$ cat src/rtl/lsu_pkg.sv
// lsu_pkg: shared types and constants for the load/store control unit.
//   lsu_size_e  - access size of a load (byte / half / word)
//   lsu_pend_t  - bookkeeping kept for every granted bus transaction
//   LSU_BUS_BYTES     - byte lanes on the memory bus
//   LSU_MAX_RD_WIDTH  - storage width of the destination register index; any
//                       REG_ADDR_WIDTH up to this value fits in lsu_pend_t.
package lsu_pkg;

    localparam int LSU_BUS_BYTES    = 8;
    localparam int LSU_MAX_RD_WIDTH = 8;

    typedef enum logic [1:0] {
        BYTE = 2'd0,
        HALF = 2'd1,
        WORD = 2'd2
    } lsu_size_e;

    typedef struct packed {
        logic                        is_load;
        lsu_size_e                   size;
        logic                        sign;
        logic [2:0]                  offset;
        logic [LSU_MAX_RD_WIDTH-1:0] rd;
        logic                        kill;
    } lsu_pend_t;

endpackage

$ cat src/rtl/lsu_pend_fifo.sv
// lsu_pend_fifo: in-order queue of granted-but-unanswered bus transactions.
// Ports:
//   clk, rst_n    - clock, asynchronous active-low reset
//   push_i/data_i - enqueue one entry
//   pop_i/data_o  - dequeue the head entry (data_o is the current head)
//   kill_all_i    - mark every stored entry as killed
//   full_o, empty_o, count_o - occupancy status
// Push and pop in the same cycle are allowed at any occupancy, including full.
module lsu_pend_fifo
    import lsu_pkg::*;
#(
    parameter int DEPTH = 2
) (
    input  logic                     clk,
    input  logic                     rst_n,
    input  logic                     push_i,
    input  logic                     pop_i,
    input  logic                     kill_all_i,
    input  lsu_pend_t                data_i,
    output lsu_pend_t                data_o,
    output logic                     full_o,
    output logic                     empty_o,
    output logic [$clog2(DEPTH):0]   count_o
);

    localparam int AW = $clog2(DEPTH);

    logic [AW-1:0] wr_ptr_q, wr_ptr_d;
    logic [AW-1:0] rd_ptr_q, rd_ptr_d;
    logic [AW:0]   count_q, count_d;
    logic          push_ok, pop_ok;
    lsu_pend_t     ent [DEPTH];

    assign full_o  = (count_q == (AW+1)'(DEPTH));
    assign empty_o = (count_q == '0);
    assign count_o = count_q;
    // A full queue still takes a push when the head leaves in the same cycle.
    assign push_ok = push_i & (~full_o | pop_i);
    assign pop_ok  = pop_i & ~empty_o;
    assign data_o  = ent[rd_ptr_q];

    // Entries need a reset and a bulk kill, so they live in flops.
    genvar gi;
    generate
        for (gi = 0; gi < DEPTH; gi++) begin : g_ent
            lsu_pend_t ent_q;
            always_ff @(posedge clk or negedge rst_n) begin
                if (!rst_n) begin
                    ent_q <= '0;
                end else if (push_ok && wr_ptr_q == AW'(gi)) begin
                    ent_q <= data_i;
                end else if (kill_all_i) begin
                    ent_q.kill <= 1'b1;
                end
            end
            assign ent[gi] = ent_q;
        end
    endgenerate

    always_comb begin
        wr_ptr_d = wr_ptr_q + AW'(push_ok);
        rd_ptr_d = rd_ptr_q + AW'(pop_ok);
        count_d  = count_q + (AW+1)'(push_ok) - (AW+1)'(pop_ok);
    end

    always_ff @(posedge clk or negedge rst_n) begin
        if (!rst_n) begin
            wr_ptr_q <= '0;
            rd_ptr_q <= '0;
            count_q  <= '0;
        end else begin
            wr_ptr_q <= wr_ptr_d;
            rd_ptr_q <= rd_ptr_d;
            count_q  <= count_d;
        end
    end

endmodule

$ cat src/rtl/lsu_ctrl.sv
// lsu_ctrl: load/store control unit between dispatch and a 64-bit in-order bus.
// Ports:
//   clk, rst_n                     - clock, asynchronous active-low reset
//   req_mem_i, mem_op_*_i, mem_addr_i, mem_wmask_i, mem_wdata_i, mem_rd_i
//                                  - decoded memory operation from dispatch
//   mem_ready_o                    - operation accepted when high with req_mem_i
//   flush_i                        - drop ungranted work, kill outstanding loads
//   bus_req_o/we/addr/be/wdata_o, bus_gnt_i, bus_rvalid_i, bus_rdata_i
//                                  - memory bus (one response per grant, in order)
//   wb_valid_o, wb_rd_o, wb_data_o - registered load writeback pulse
//   busy_o                         - issue slot or pending queue non-empty
module lsu_ctrl
    import lsu_pkg::*;
#(
    parameter int OUTSTANDING_DEPTH = 2,
    parameter int REG_ADDR_WIDTH    = 5
) (
    input  logic                      clk,
    input  logic                      rst_n,
    input  logic                      req_mem_i,
    input  logic                      mem_op_load_i,
    input  logic                      mem_op_store_i,
    input  logic                      mem_op_lb_i,
    input  logic                      mem_op_lh_i,
    input  logic                      mem_op_lw_i,
    input  logic                      mem_op_lbu_i,
    input  logic                      mem_op_lhu_i,
    input  logic [31:0]               mem_addr_i,
    input  logic [7:0]                mem_wmask_i,
    input  logic [63:0]               mem_wdata_i,
    input  logic [REG_ADDR_WIDTH-1:0] mem_rd_i,
    output logic                      mem_ready_o,
    input  logic                      flush_i,
    output logic                      bus_req_o,
    output logic                      bus_we_o,
    output logic [31:0]               bus_addr_o,
    output logic [7:0]                bus_be_o,
    output logic [63:0]               bus_wdata_o,
    input  logic                      bus_gnt_i,
    input  logic                      bus_rvalid_i,
    input  logic [63:0]               bus_rdata_i,
    output logic                      wb_valid_o,
    output logic [REG_ADDR_WIDTH-1:0] wb_rd_o,
    output logic [31:0]               wb_data_o,
    output logic                      busy_o
);

    localparam int CW = $clog2(OUTSTANDING_DEPTH) + 1;

    // Issue slot
    logic        slot_valid_q, slot_valid_d;
    logic        slot_we_q, slot_we_d;
    logic [31:0] slot_addr_q, slot_addr_d;
    logic [7:0]  slot_be_q, slot_be_d;
    logic [63:0] slot_wdata_q, slot_wdata_d;
    lsu_pend_t   slot_info_q, slot_info_d;

    // Writeback
    logic                      wb_valid_q;
    logic [REG_ADDR_WIDTH-1:0] wb_rd_q;
    logic [31:0]               wb_data_q;

    // Pending queue
    lsu_pend_t   q_head, q_push_ent;
    logic        q_push, q_pop, q_full, q_empty;
    logic [CW-1:0] q_count;

    logic        accept, mem_ready, wb_fire;
    int          occ_after;
    logic [7:0]  ld_byte;
    logic [15:0] ld_half;
    logic [31:0] ld_word, ld_data;
    logic        unused_ok;

    assign q_push = bus_gnt_i & slot_valid_q;   // grant without a request is ignored
    assign q_pop  = bus_rvalid_i & ~q_empty;     // stray response is ignored

    // The grant push is counted with the pop so a newly accepted op can never
    // find the queue full when its own grant arrives.
    always_comb begin
        occ_after = int'(q_count) - int'(q_pop) + int'(q_push);
    end

    assign mem_ready = (~slot_valid_q | bus_gnt_i) & (occ_after < OUTSTANDING_DEPTH);
    assign accept    = req_mem_i & mem_ready & ~flush_i;

    always_comb begin
        slot_valid_d = slot_valid_q;
        slot_we_d    = slot_we_q;
        slot_addr_d  = slot_addr_q;
        slot_be_d    = slot_be_q;
        slot_wdata_d = slot_wdata_q;
        slot_info_d  = slot_info_q;
        if (accept) begin
            slot_valid_d        = 1'b1;
            slot_we_d           = mem_op_store_i;
            slot_addr_d         = {mem_addr_i[31:3], 3'b000};
            slot_be_d           = mem_op_load_i ? 8'hFF : mem_wmask_i;
            slot_wdata_d        = mem_wdata_i;
            slot_info_d.is_load = mem_op_load_i;
            if (mem_op_lb_i | mem_op_lbu_i) begin
                slot_info_d.size = BYTE;
            end else if (mem_op_lh_i | mem_op_lhu_i) begin
                slot_info_d.size = HALF;
            end else if (mem_op_lw_i) begin
                slot_info_d.size = WORD;
            end else begin
                slot_info_d.size = WORD;
            end
            slot_info_d.sign   = mem_op_lb_i | mem_op_lh_i;
            slot_info_d.offset = mem_addr_i[2:0];
            slot_info_d.rd     = LSU_MAX_RD_WIDTH'(mem_rd_i);
            slot_info_d.kill   = 1'b0;
        end else if (q_push | flush_i) begin
            slot_valid_d = 1'b0;
        end
    end

    // A grant landing in the flush cycle enters the queue already killed.
    always_comb begin
        q_push_ent      = slot_info_q;
        q_push_ent.kill = flush_i;
    end

    lsu_pend_fifo #(.DEPTH(OUTSTANDING_DEPTH)) u_pend (
        .clk       (clk),
        .rst_n     (rst_n),
        .push_i    (q_push),
        .pop_i     (q_pop),
        .kill_all_i(flush_i),
        .data_i    (q_push_ent),
        .data_o    (q_head),
        .full_o    (q_full),
        .empty_o   (q_empty),
        .count_o   (q_count)
    );

    // Load extraction from the 64-bit response
    always_comb begin
        ld_byte = bus_rdata_i[{q_head.offset, 3'b000} +: 8];
        ld_half = bus_rdata_i[{q_head.offset[2:1], 4'b0000} +: 16];
        ld_word = bus_rdata_i[{q_head.offset[2], 5'b00000} +: 32];
        case (q_head.size)
            BYTE:    ld_data = q_head.sign ? {{24{ld_byte[7]}}, ld_byte} : {24'h0, ld_byte};
            HALF:    ld_data = q_head.sign ? {{16{ld_half[15]}}, ld_half} : {16'h0, ld_half};
            default: ld_data = ld_word;
        endcase
    end

    // A pop coinciding with flush belongs to the flushed work.
    assign wb_fire = q_pop & q_head.is_load & ~q_head.kill & ~flush_i;

    always_ff @(posedge clk or negedge rst_n) begin
        if (!rst_n) begin
            slot_valid_q <= 1'b0;
            slot_we_q    <= 1'b0;
            slot_addr_q  <= '0;
            slot_be_q    <= '0;
            slot_wdata_q <= '0;
            slot_info_q  <= '0;
            wb_valid_q   <= 1'b0;
            wb_rd_q      <= '0;
            wb_data_q    <= '0;
        end else begin
            slot_valid_q <= slot_valid_d;
            slot_we_q    <= slot_we_d;
            slot_addr_q  <= slot_addr_d;
            slot_be_q    <= slot_be_d;
            slot_wdata_q <= slot_wdata_d;
            slot_info_q  <= slot_info_d;
            wb_valid_q   <= wb_fire;
            if (wb_fire) begin
                wb_rd_q   <= q_head.rd[REG_ADDR_WIDTH-1:0];
                wb_data_q <= ld_data;
            end
        end
    end

    assign mem_ready_o = mem_ready;
    assign bus_req_o   = slot_valid_q;
    assign bus_we_o    = slot_we_q;
    assign bus_addr_o  = slot_addr_q;
    assign bus_be_o    = slot_be_q;
    assign bus_wdata_o = slot_wdata_q;
    assign wb_valid_o  = wb_valid_q;
    assign wb_rd_o     = wb_rd_q;
    assign wb_data_o   = wb_data_q;
    assign busy_o      = slot_valid_q | ~q_empty;

    // Upper rd storage bits and the full flag are not needed here.
    assign unused_ok = ^{q_head.rd, q_full};

    a_rvalid_has_entry: assert property (@(posedge clk) disable iff (!rst_n)
        bus_rvalid_i |-> !q_empty)
        else $error("lsu_ctrl: bus_rvalid_i with no outstanding transaction");

endmodule

$ cat config.mk
export PLATFORM = sky130hd
export DESIGN_NAME = lsu_ctrl
export DESIGN_NICKNAME = d
export VERILOG_FILES = /design/src/rtl/lsu_pkg.sv /design/src/rtl/lsu_pend_fifo.sv /design/src/rtl/lsu_ctrl.sv
export SDC_FILE = /design/constraint.sdc
export NUM_CORES = 1
export LEC_CHECK = 0
export ABC_AREA = 1
export CELL_PAD_IN_SITES_DETAIL_PLACEMENT = 1
export CELL_PAD_IN_SITES_GLOBAL_PLACEMENT = 2
export CORE_ASPECT_RATIO = 0.5
export CORE_MARGIN = 1
export CORE_UTILIZATION = 24
export DETAILED_ROUTE_END_ITERATION = 8
export PLACE_DENSITY_LB_ADDON = 0.1
export SYNTH_ARGS = -nofsm -noshare
export SYNTH_HDL_FRONTEND = slang
export SYNTH_HIERARCHICAL = 1
export SYNTH_SLANG_ARGS = --single-unit
$ cat constraint.sdc
create_clock -name clk -period 2.6 [get_ports clk]
set_input_delay 0.52 -clock clk [delete_from_list [all_inputs] [get_ports clk]]
set_output_delay 0.52 -clock clk [all_outputs]
set_load 0.02 [all_outputs]
Word-level counts from Yosys, hierarchy flattened
Cells that the tools add are included.
{"block": "classes", "n_addsub": 6, "mux": 14, "n_reduce_logical": 7, "n_bitwise": 24, "magnitude_cmp": 2, "eq_ne": 2, "n_shift": 3}
{"op": "$mux 32", "n": 2}
{"op": "$pmux 32 s2", "n": 1}
{"op": "$shiftx 64x7->16", "n": 1}
{"op": "$shiftx 64x7->32", "n": 1}
{"op": "$shiftx 64x7->8", "n": 1}
{"op": "$mux 16", "n": 3}
{"op": "$and 1x1->1", "n": 10}
{"op": "$mux 8", "n": 1}
{"op": "$or 1x1->1", "n": 7}
{"op": "$not 1->1", "n": 6}
{"op": "$reduce_bool 2->1", "n": 3}
{"op": "$mux 1", "n": 5}
{"op": "$add 3x2->4", "n": 1}
{"op": "$logic_not 2->1", "n": 2}
{"op": "$lt 4x3->1 const B", "n": 1}
{"op": "$mux 2", "n": 2}
{"op": "$sub 2x1->3", "n": 1}
{"op": "$add 1x1->1", "n": 2}
{"op": "$add 2x1->2", "n": 1}
{"op": "$eq 2x1->1 const B", "n": 1}
{"op": "$eq 2x2->1 const B", "n": 1}
{"op": "$ge 2x2->1 const B", "n": 1}
{"op": "$logic_and 1x1->1", "n": 2}
{"op": "$not 1->2", "n": 1}
{"op": "$sub 2x1->2", "n": 1}
{"block": "totals", "out_inout_bits": 146, "in_bits": 186, "ff_bits": 183, "elab_cells": 86}

Depth between registers and ports, before layout
{"block": "depth", "ltp_word": 10, "mapped_depth": 17, "depth_no_buf": 15}

Modules after synthesis
Netlist, hierarchy kept.
{"module": "lsu_ctrl", "instances": 1, "seq_area_each_um2": 3828.7, "area_each_um2": 7407.1, "cells_each": 980}
{"module": "lsu_pend_fifo", "instances": 1, "seq_area_each_um2": 900.9, "area_each_um2": 1650.3, "cells_each": 206}

Worst setup path after synthesis
Ideal clock, no wire load.
{"block": "synth_timing", "path_kind": "register -> register", "from": "register u_pend.count_q[0] (netlist: u_pend/count_o[0])", "to": "register slot_addr_q[14] (netlist: bus_addr_o[14])", "required_time_ns": 2.483, "setup_slack_ns": 0.306, "period_less_slack_ns": 2.294, "n_path_buf": 2, "stages_incl_launch_ff": 18, "setup_time_ns": 0.117, "arrival_ns": 2.177, "cell_sequence": "dfrtp_1 -> inv_1 -> nand2_1 -> inv_1 -> inv_1 -> nand2_1 -> inv_1 -> nor2_1 -> o21ai_0 -> fa_1 -> a21boi_2 -> nand2_1 -> nor2_4 -> inv_2 -> buf_6 -> buf_2 -> nand2_1 -> nand2_1"}
{"block": "synth_via", "elab_chain_cells": 9}
{"element": "from (decl)", "line": "lsu_pend_fifo.sv:30", "rtl": "logic [AW:0] count_q, count_d;"}
{"element": "from (signal assigned)", "line": "lsu_pend_fifo.sv:74", "rtl": "count_q <= count_d;"}
{"element": "$logic_not 2->1", "line": "lsu_pend_fifo.sv:35", "rtl": "assign empty_o = (count_q == '0);"}
{"element": "named net q_empty", "line": "lsu_ctrl.sv:65", "rtl": "logic q_push, q_pop, q_full, q_empty;"}
{"element": "$not 1->1", "line": "lsu_ctrl.sv:76", "rtl": "assign q_pop = bus_rvalid_i & ~q_empty;"}
{"element": "$and 1x1->1", "line": "lsu_ctrl.sv:76"}
{"element": "named net q_pop", "line": "lsu_ctrl.sv:65"}
{"element": "$sub 2x1->3", "line": "lsu_ctrl.sv:81", "rtl": "occ_after = int'(q_count) - int'(q_pop) + int'(q_push);"}
{"element": "$add 3x2->4", "line": "lsu_ctrl.sv:81"}
{"element": "$lt 4x3->1", "line": "lsu_ctrl.sv:84", "rtl": "assign mem_ready = (~slot_valid_q | bus_gnt_i) & (occ_after < OUTSTANDING_DEPTH);"}
{"element": "$and 1x1->1", "line": "lsu_ctrl.sv:84"}
{"element": "named net mem_ready_o", "line": "lsu_ctrl.sv:32", "rtl": "output logic mem_ready_o,"}
{"element": "$and 1x1->1 (2 in a row)", "line": "lsu_ctrl.sv:85", "rtl": "assign accept = req_mem_i & mem_ready & ~flush_i;"}
{"element": "to (signal assigned)", "line": "lsu_ctrl.sv:167", "rtl": "slot_addr_q <= slot_addr_d;"}
{"element": "to (decl)", "line": "lsu_ctrl.sv:53", "rtl": "logic [31:0] slot_addr_q, slot_addr_d;"}
The timed path passes the listed nets, and every way through them passes these cells.
A chain may end at the register's enable or synchronous reset.

Final worst setup path
{"block": "layout_timing", "from": "register u_pend.count_q[1] (netlist: u_pend/count_o[1])", "to": "output port mem_ready_o"}
{"block": "layout_via", "elab_chain_cells": 7}
{"element": "$logic_not 2->1", "line": "lsu_pend_fifo.sv:35"}
{"element": "named net q_empty", "line": "lsu_ctrl.sv:65"}
{"element": "$not 1->1", "line": "lsu_ctrl.sv:76"}
{"element": "$and 1x1->1", "line": "lsu_ctrl.sv:76"}
{"element": "named net q_pop", "line": "lsu_ctrl.sv:65"}
{"element": "$sub 2x1->3", "line": "lsu_ctrl.sv:81"}
{"element": "$add 3x2->4", "line": "lsu_ctrl.sv:81"}
{"element": "$lt 4x3->1", "line": "lsu_ctrl.sv:84"}
{"element": "$and 1x1->1", "line": "lsu_ctrl.sv:84"}
{"element": "to (decl)", "line": "lsu_ctrl.sv:32"}
The timed path passes the listed nets, and every way through them passes these cells.

==> run summary <==
Max Root-Sink Buffers - 2
N_diodes - 0
Arr. time, crit path - 2.02 ns
Final HPWL DP - 23800 um
Post-layout minimum cycle time - 2.54 ns
Synth Warn # - 6
CP Max Fanout - 2
Reg2reg setup slack - 0.21 ns
Largest stage delay, worst path - 0.41 ns
Synthesized area per cell - 7.62 um2
Die ar. - 37500 um2
Gpl congestion - 0.767
H-tree depth - 4
CP startpoint - u_pend/count_o[1]$_DFF_PN0_
Maximum clock rate - 0.394 GHz
Aggregate global routing overflow - 0
Worst-margin pin slew - 0.791 ns
WL/cell - 16.1 um
Netlist Area Pre-Place - 8810 um2
Crit. End Element - output pin
Total GRT Usage - 17.5%
Final Hold Fails - 0
Die width - 273 um
Gate Count Post-Synth - 1156
Total core area - 36000 um2
Iteration-0 DRC Markers - 384
Status - finished clean
CP Cell Sequence - inv_2 > nand2_2 > inv_2 > inv_2 > nand2_2 > inv_2 > nor2_1 > o21ai_1 > fa_2 > a21boi_4 > buf_6
WL met3 - 1560 um
Pre-Repair DR Iteration Count - 5
Clock insertion delay at the later pin of the skew report - 0.46 ns
Placed insts - 1955
Reg-to-reg startpoint - u_pend/rd_ptr_q$_DFF_PN0_
Clock transition at path regs - 0.08 ns
Critical path type - reg2out
Cell area after layout - 13500 um2
FILL cells - 4328
Worst IR Drop VDD - 0.395 mV
Total CTS buffers - 17
Top layer in use - met5
Routed wl met2 - 16500 um
Worst path bufs/invs - 5
Initial core utilization - 24.4%
Top cell by count, worst path - inv_2
Area Overhead vs Synth - 52.9%
CP max stage cell - dfrtp_1
Share of cells above drive strength 1 - 8.31%
R2r endpoint - wb_data_o[4]$_DFFE_PN0P_
Worst setup path endpoint - mem_ready_o
DRC viols - 0
Rows - 49
Clk sinks - 183
Final Instance Count excl. Fillers - 1988
Vias per std cell - 4.25
Final period util - 97.6%
Final #Nets - 1682
Cell family with most CP delay - flip-flops
Via count - 8457
Die H - 137 um
Hold Crit Class - in2async
Antenna-violating nets left - 0
Stages on worst setup path - 11
Power, Total - 16.2 mW
Slew HR - 47.3%
Hold-fix buffer count after cts - 0
Port bufs - 327
DP Area - 12800 um2
Reg2Reg Depth - 9
Number of global-route vias before repair - 9140
RSZ-0062 raised after global routing - yes
Antenna violations before repair - 1
Post-layout util - 37.4%
Number of I/O pins - 332
CP required - 2.08 ns
Final WL - 32100 um
Power per cell area - 1210 nW/um2
Leak pwr - 6.60 nW
Wire length of the first global-routing pass - 50500 um
Metal-1 WL - 13600 um
CTS root buf - clkbuf_16
Slew Limit Fails - 0
Type of origin of the critical path - flip-flop
Final setup viols - 0
Setup TNS - 0 ns
Max-cap viol count - 0
Skew final - 0.0191 ns
Largest net degree at the start of global routing - 56
CTS tree - yes
==> cell type report <==
type | count | area [um2] | share of cell area [%]
multi-input combinational | 820 | 3540 | 26.3
clock buffer | 17 | 425 | 3.16
sequential | 183 | 4580 | 34.0
tap | 484 | 606 | 4.50
clock inverter | 15 | 176 | 1.31
timing repair buffer | 380 | 3800 | 28.2
inverter | 89 | 340 | 2.53
==> placed cells by master (no fill, tap or decap), types with 7 or more instances in the layout <==
master / n
nand2_1: 543
clkdlybuf4s50_1: 325
dfrtp_1: 183
nor2_1: 85
inv_1: 81
o21ai_0: 62
buf_4: 43
nand3_1: 30
a21oi_1: 24
o211ai_1: 21
clkbuf_16: 17
or2_2: 12
buf_12: 10
a211oi_1: 7
==> layer usage <==
| metal | GRT usage [%] | up-vias |
|---|---|---|
| met1 | 20.4 | 4068 |
| met2 | 31.8 | 147 |
| met3 | 4.71 | 30 |
| met4 | 4.66 | 2 |
| li1 | - | 4210 |
| met5 | 0 | - |
==> timing repair <==
| item | in CTS | in global routing |
|---|---|---|
| endpoints found under the hold margin | 0 | 0 |
| pin swaps | 0 | 4 |
| gates cloned | 0 | 0 |
| setup endpoints to repair | 1 | 2 |
| buffers inserted | 1 | 0 |
| resized for setup | 9 | 7 |
==> worst min-delay path by stage <==
stage	startpoint	endpoint	slack (ns)
final	rst_n	wb_data_o[5]$_DFFE_PN0P_	0.05
after global routing	rst_n	wb_data_o[6]$_DFFE_PN0P_	0.08
after CTS	rst_n	wb_data_o[5]$_DFFE_PN0P_	0.05
after detailed placement	bus_wdata_o[15]$_DFFE_PN0P_	bus_wdata_o[15]$_DFFE_PN0P_	0.46
after global placement	bus_addr_o[19]$_DFFE_PN0P_	bus_addr_o[19]$_DFFE_PN0P_	0.45
after floorplan	rst_n	bus_addr_o[10]$_DFFE_PN0P_	0.22
==> metrics by stage <==
stage | hold slack, ns | setup WS [ns]
final | 0.0478 | 0.0633
after global routing | 0.0767 | -0.0516
after CTS | 0.0547 | 0.00662
after detailed placement | 0.458 | -0.319
after global placement | 0.453 | -0.293
after floorplan | 0.224 | 0.306
==> where the power goes <==
part | internal (mW) | switching, mW
Sequential | 4.20 | 0.793
Combinational | 3.65 | 4.93
Clock | 1.30 | 1.38
Total | 9.15 | 7.10
==> flip-flops by register name, summed over array words and instances, names as in the netlist <==
| signal | cells |
|---|---|
| bus_addr_o | 29 |
| bus_be_o | 8 |
| bus_req_o | 1 |
| bus_wdata_o | 64 |
| bus_we_o | 1 |
| q_push_ent | 12 |
| u_pend/count_o | 2 |
| u_pend/ent | 26 |
| u_pend/rd_ptr_q | 1 |
| u_pend/wr_ptr_q | 1 |
| wb_data_o | 32 |
| wb_rd_o | 5 |
| wb_valid_o | 1 |
Power figures use the tool's default switching activity.
